===== src/rtl/svc_rv_io_uart_tx.sv =====
// Memory-mapped 8N1 UART transmitter: byte FIFO, programmable baud divisor, bit serialiser.
// Start bit leaves 1 cycle after a push into an idle, empty FIFO; pushes into a full FIFO drop and set sticky overflow.
module svc_rv_io_uart_tx #(
    parameter int          XLEN       = 32,
    parameter int          FIFO_DEPTH = 4,
    parameter logic [15:0] DIV_RESET  = 16'd868
) (
    input  logic              clk,
    input  logic              rst,
    input  logic [XLEN-1:0]   io_raddr,
    output logic [XLEN-1:0]   io_rdata,
    input  logic              io_wen,
    input  logic [XLEN-1:0]   io_waddr,
    input  logic [XLEN-1:0]   io_wdata,
    input  logic [XLEN/8-1:0] io_wstrb,
    output logic              txd,
    output logic              tx_busy
);
    localparam int AW = $clog2(FIFO_DEPTH);
    localparam int CW = AW + 1;

    typedef enum logic [1:0] {IDLE, START, DATA, STOP} state_t;

    state_t        state, state_n;
    logic [15:0]   cnt, cnt_n;
    logic [2:0]    idx, idx_n;
    logic [7:0]    sh, sh_n;
    logic          txd_q, txd_n;

    logic [7:0]    mem [FIFO_DEPTH];
    logic [AW-1:0] wptr, rptr;
    logic [CW-1:0] count;
    logic          overflow;
    logic [15:0]   div;

    logic          full, empty, push_req, push_ok, pop, ovf_clr;
    logic          div_wr;
    logic [15:0]   eff_m1;

    assign full     = (count == CW'(FIFO_DEPTH));
    assign empty    = (count == '0);
    assign push_req = io_wen && (io_waddr[3:2] == 2'd0) && io_wstrb[0];
    assign pop      = (state == IDLE) && !empty;
    assign push_ok  = push_req && (!full || pop);
    assign ovf_clr  = io_wen && (io_waddr[3:2] == 2'd1) && io_wstrb[0];
    assign div_wr   = io_wen && (io_waddr[3:2] == 2'd2);
    // A divisor of zero behaves as one cycle per bit.
    assign eff_m1   = (div == 16'd0) ? 16'd0 : div - 16'd1;

    assign txd     = txd_q;
    assign tx_busy = (state != IDLE) || !empty;

    logic unused_bits;
    assign unused_bits = ^{io_raddr[XLEN-1:4], io_raddr[1:0], io_waddr[XLEN-1:4],
                           io_waddr[1:0], io_wdata[XLEN-1:16], io_wstrb[XLEN/8-1:2]};

    always_comb begin
        io_rdata = '0;
        case (io_raddr[3:2])
            2'd1:    io_rdata[3:0]  = {overflow, (state != IDLE), empty, full};
            2'd2:    io_rdata[15:0] = div;
            default: io_rdata = '0;
        endcase
    end

    always_comb begin
        state_n = state;
        cnt_n   = cnt;
        idx_n   = idx;
        sh_n    = sh;
        txd_n   = txd_q;
        case (state)
            IDLE: begin
                if (!empty) begin
                    sh_n    = mem[rptr];
                    txd_n   = 1'b0;
                    cnt_n   = eff_m1;
                    state_n = START;
                end
            end
            START: begin
                if (cnt == 16'd0) begin
                    txd_n   = sh[0];
                    cnt_n   = eff_m1;
                    idx_n   = 3'd0;
                    state_n = DATA;
                end else begin
                    cnt_n = cnt - 16'd1;
                end
            end
            DATA: begin
                if (cnt == 16'd0) begin
                    cnt_n = eff_m1;
                    if (idx == 3'd7) begin
                        txd_n   = 1'b1;
                        state_n = STOP;
                    end else begin
                        sh_n  = {1'b0, sh[7:1]};
                        txd_n = sh[1];
                        idx_n = idx + 3'd1;
                    end
                end else begin
                    cnt_n = cnt - 16'd1;
                end
            end
            STOP: begin
                if (cnt == 16'd0) begin
                    state_n = IDLE;
                end else begin
                    cnt_n = cnt - 16'd1;
                end
            end
            default: state_n = IDLE;
        endcase
    end

    always_ff @(posedge clk) begin
        if (rst) begin
            state    <= IDLE;
            cnt      <= 16'd0;
            idx      <= 3'd0;
            sh       <= 8'd0;
            txd_q    <= 1'b1;
            wptr     <= '0;
            rptr     <= '0;
            count    <= '0;
            overflow <= 1'b0;
            div      <= DIV_RESET;
        end else begin
            state <= state_n;
            cnt   <= cnt_n;
            idx   <= idx_n;
            sh    <= sh_n;
            txd_q <= txd_n;
            if (push_ok) wptr <= wptr + AW'(1);
            if (pop)     rptr <= rptr + AW'(1);
            case ({push_ok, pop})
                2'b10:   count <= count + CW'(1);
                2'b01:   count <= count - CW'(1);
                default: count <= count;
            endcase
            if (push_req && !push_ok) overflow <= 1'b1;
            else if (ovf_clr)         overflow <= 1'b0;
            if (div_wr && io_wstrb[0]) div[7:0]  <= io_wdata[7:0];
            if (div_wr && io_wstrb[1]) div[15:8] <= io_wdata[15:8];
        end
    end

    always_ff @(posedge clk) begin
        if (push_ok) mem[wptr] <= io_wdata[7:0];
    end
endmodule


===== config.mk =====
export PLATFORM = sky130hd
export DESIGN_NAME = svc_rv_io_uart_tx
export DESIGN_NICKNAME = d
export VERILOG_FILES = /design/src/rtl/svc_rv_io_uart_tx.sv
export SDC_FILE = /design/constraint.sdc
export NUM_CORES = 1
export LEC_CHECK = 0
export ABC_CLOCK_PERIOD_IN_PS = 4300
export CORE_MARGIN = 8
export CORE_UTILIZATION = 44
export DETAILED_ROUTE_END_ITERATION = 10
export PLACE_DENSITY = 0.72
export REMOVE_ABC_BUFFERS = 1
export SLEW_MARGIN = 40
export SYNTH_ARGS = -nofsm -noshare
export SYNTH_HDL_FRONTEND = slang
export SYNTH_SLANG_ARGS = --single-unit

===== constraint.sdc =====
create_clock -name clk -period 4.3 [get_ports clk]
set_clock_uncertainty 0.2 [all_clocks]
set_input_delay 0.645 -clock clk [delete_from_list [all_inputs] [get_ports clk]]
set_output_delay 0.645 -clock clk [all_outputs]
set_load 0.005 [all_outputs]

==> summary.md <==
| Metric | Value |
|---|---|
| Delay-heaviest family, CP | buffers and inverters |
| Final setup viols | 0 |
| Leakage Power | 1.873 nW |
| Final hold violations | 0 |
| Max_slew headroom | 0.5281 |
| CP required | 3.45 ns |
| WL final | 10,150 um |
| Worst-path cell chain | clkdlybuf4s50_1, inv_1, ha_1, a22oi_1, nor2_1, clkdlybuf4s50_1 |
| Hold path depth | 2 |
| Worst R2R Path Depth | 8 |
| Mapped Area | 4612 um^2 |
| Clk Latency, worst-skew pair | 0.37 ns |
| Worst-Margin Slew | 0.7079 ns |
| Post-synth EDFFs | 32 |
| Die width | 118.4 um |
| Pwr Density | 560.2 nW/um^2 |
| FP Rows | 37 |
| Clock transition at the registers of the reported paths | 0.10 ns |
| Post-CTS resize count | 0 |
| Synth async-reset ratio | 0 |
| Via density | 5.380 |
| Critical path's largest stage delay | 0.51 ns |
| Setup bufs post-CTS | 0 |
| DR iter-0 viols | 202 |
| VDD IR max | 0.0003457 V |
| Run status | complete, no violations |
| Area of the multi-input gates | 2300 um^2 |
| Antenna Cells | 0 |
| Routed WL per cell | 15.54 um |
| Cells after Synth | 480 |
| CTS sink cnt | 88 |
| Max Cap Viol | 0 |
| DRC | 0 |
| Syn. warnings | 0 |
| Largest net degree at the start of global routing | 48 |
| CP max-delay cell | clkdlybuf4s50_1 |
| Core area | 10,230 um^2 |
| Area grow syn2layout | 13.81% |
| Number of fill cells | 939 |
| Vias in the first global route | 3,367 |
| Setup TNS | 0 ns |
| Post-synthesis sequential area ratio | 0.4514 |
| Worst-path fanout max | 16 |
| DIE HEIGHT | 118.4 um |
| Number of buffers created by CTS | 9 |
| Yosys top cell area share | 0.2431 |
| Post-DRT Antenna Nets | 0 |
| Max clock buf depth | 2 |
| Nets | 630 |
| Number of I/O port buffers | 42 |
| CP bufs+invs | 3 |
| Synth top cells by count | 56 x dfxtp_1, 52 x nand2_1, 50 x nor2_1 |
| Flops & latches, synth | 88 |
| Share of layout cells above drive strength 1 | 0.08511 |
| Fmax | 0.3082 GHz |
| CTS tree | yes |
| CP Depth | 6 |
| CP Capture Type | output port |
| Post-DP HPWL | 7376 um |
| Placer Congestion | 0.8925 |
| H-tree Lvls | 3 |
| Final period util | 0.7545 |
| Initial antenna violation count | 0 |
| Final instance area | 5249 um^2 |
| Most common cell on crit path | clkdlybuf4s50_1 |
| Register area | 2082 um^2 |
| Distinct cells, synth | 58 |
| GR Util All Layers | 0.1446 |
| Count leader, synth | dfxtp_1 |
| Area leader, netlist | dfxtp_1 |
| Max-slew violations | 0 |
| Vias | 3,513 |
| Root Driver | clkbuf_8 |
| Placement Cell Area | 5055 um^2 |
| Worst min path class | flop to flop |
| Initial core utilization | 0.4508 |
| RSZ-0062 raised after global routing | false |
| 1st-pass router iterations | 5 |
| Clock period minus worst slack | 3.244 ns |
| Crit path kind | primary input to output port |
| First-pass GRT wire length | 16,660 um |
| Hold_buf cts | 0 |
| CP Launch Type | primary input |
| Arr. time, crit path | 2.40 ns |
| Syn avg cell area | 9.608 um^2 |
| Primary FF master, synth | dfxtp_1 |
| I/O pin total | 137 |
| Die area | 14,010 um^2 |
| GR Overflow Total | 0 |
| Ranking of synthesized cells by area | dfxtp_1 24%, edfxtp_1 21%, nand2_1 4.2% |
-- tightest hold or removal path, stage by stage, from the launching register on --
cell and delay [ns]:
dfxtp_1 0.33, nand2_1 0.05, a21oi_1 0.05
-- sequential cells by signal, indices dropped and copies added, names as in the netlist, named ones only --
register  flops
state         2
mem          32
cnt          16
sh            8
count         3
overflow      1
wptr          2
rptr          2
idx           3
div          16
txd           1
-- report_power, final --
part,switching (mW),leakage [nW],internal [mW]
Combinational,0.738,1.03,0.531
Sequential,0.128,0.747,0.978
Clock,0.336,0.0977,0.229
-- cells by family (layout without fill, tap and decap cells) --
group                      Yosys count  count (layout)  share of synthesized area
and+or+nand+nor                    194             194                     0.2176
xor gates and xnor gates            21              21                    0.03988
AOI/OAI and AO/OA                   86              86                     0.1207
buffers and inverters               55              77                    0.06213
adders and majority gates           15              15                    0.04232
DFF                                 88              88                     0.4514
other                                1              16                  0.0008131
muxes                               20              20                    0.06511
-- final timing paths --
kind,start,endpoint,slack (ns)
worst max-delay path,io_raddr[2],io_rdata[1],1.06
worst min-delay path,idx[2],idx[2],0.27
worst max register to register,cnt[0],cnt[12],1.40
worst min register to register,idx[2],idx[2],0.27
-- cell type report --
| class | count | share of cell area |
|---|---|---|
| Inverter | 16 | 0.01144 |
| Multi-Input combinational cell | 352 | 0.4381 |
| Timing Repair Buffer | 45 | 0.08439 |
| Sequential cell | 88 | 0.3967 |
| Clock buffer | 9 | 0.02360 |
| Clock inverter | 7 | 0.01335 |
| Tap cell | 136 | 0.03242 |
-- routing by layer --
metal	wire length, um	up-vias	GRT usage
met5	0	-	0
met4	205	0	0.06482
met3	510	15	0.02570
met2	4929	103	0.2469
met1	4502	1654	0.1751
li1	-	1741	-
-- through the flow --
step / power (mW) / setup slack (ns) / hold slack [ns] / cells / util
detailed placement: 2.382 / 1.071 / 0.2600 / 637 / 0.4941
finish: 2.940 / 1.056 / 0.2706 / 653 / 0.5130
floorplan: 2.056 / 1.686 / 0.2295 / 456 / -
CTS: 2.947 / 1.057 / 0.2762 / 653 / 0.5130
global placement: 2.344 / 1.098 / 0.2422 / 637 / 0.4941
global route: 3.139 / 0.8712 / 0.2946 / 653 / 0.5130
-- cells in the final DEF, fill, tap and decap left out, drive strengths merged, types with 2 or more instances in the layout --
| cell | n |
|---|---|
| dfxtp | 56 |
| xor2 | 9 |
| a22oi | 3 |
| a31oi | 6 |
| clkbuf | 9 |
| conb | 16 |
| and2 | 17 |
| buf | 3 |
| mux4 | 8 |
| nor4b | 4 |
| or2 | 3 |
| nand4 | 4 |
| clkdlybuf4s50 | 42 |
| or4 | 4 |
| nor2 | 51 |
| edfxtp | 32 |
| nor2b | 7 |
| a32oi | 2 |
| or3 | 2 |
| nor4 | 9 |
| o21ai | 16 |
| and3 | 2 |
| xnor2 | 12 |
| nand3 | 16 |
| mux2i | 12 |
| a21oi | 33 |
| a211oi | 12 |
| nor3b | 3 |
| o31ai | 7 |
| nor3 | 14 |
| nand2 | 52 |
| nand2b | 3 |
| ha | 14 |
| inv | 21 |
(Power assumes the default switching activity.)
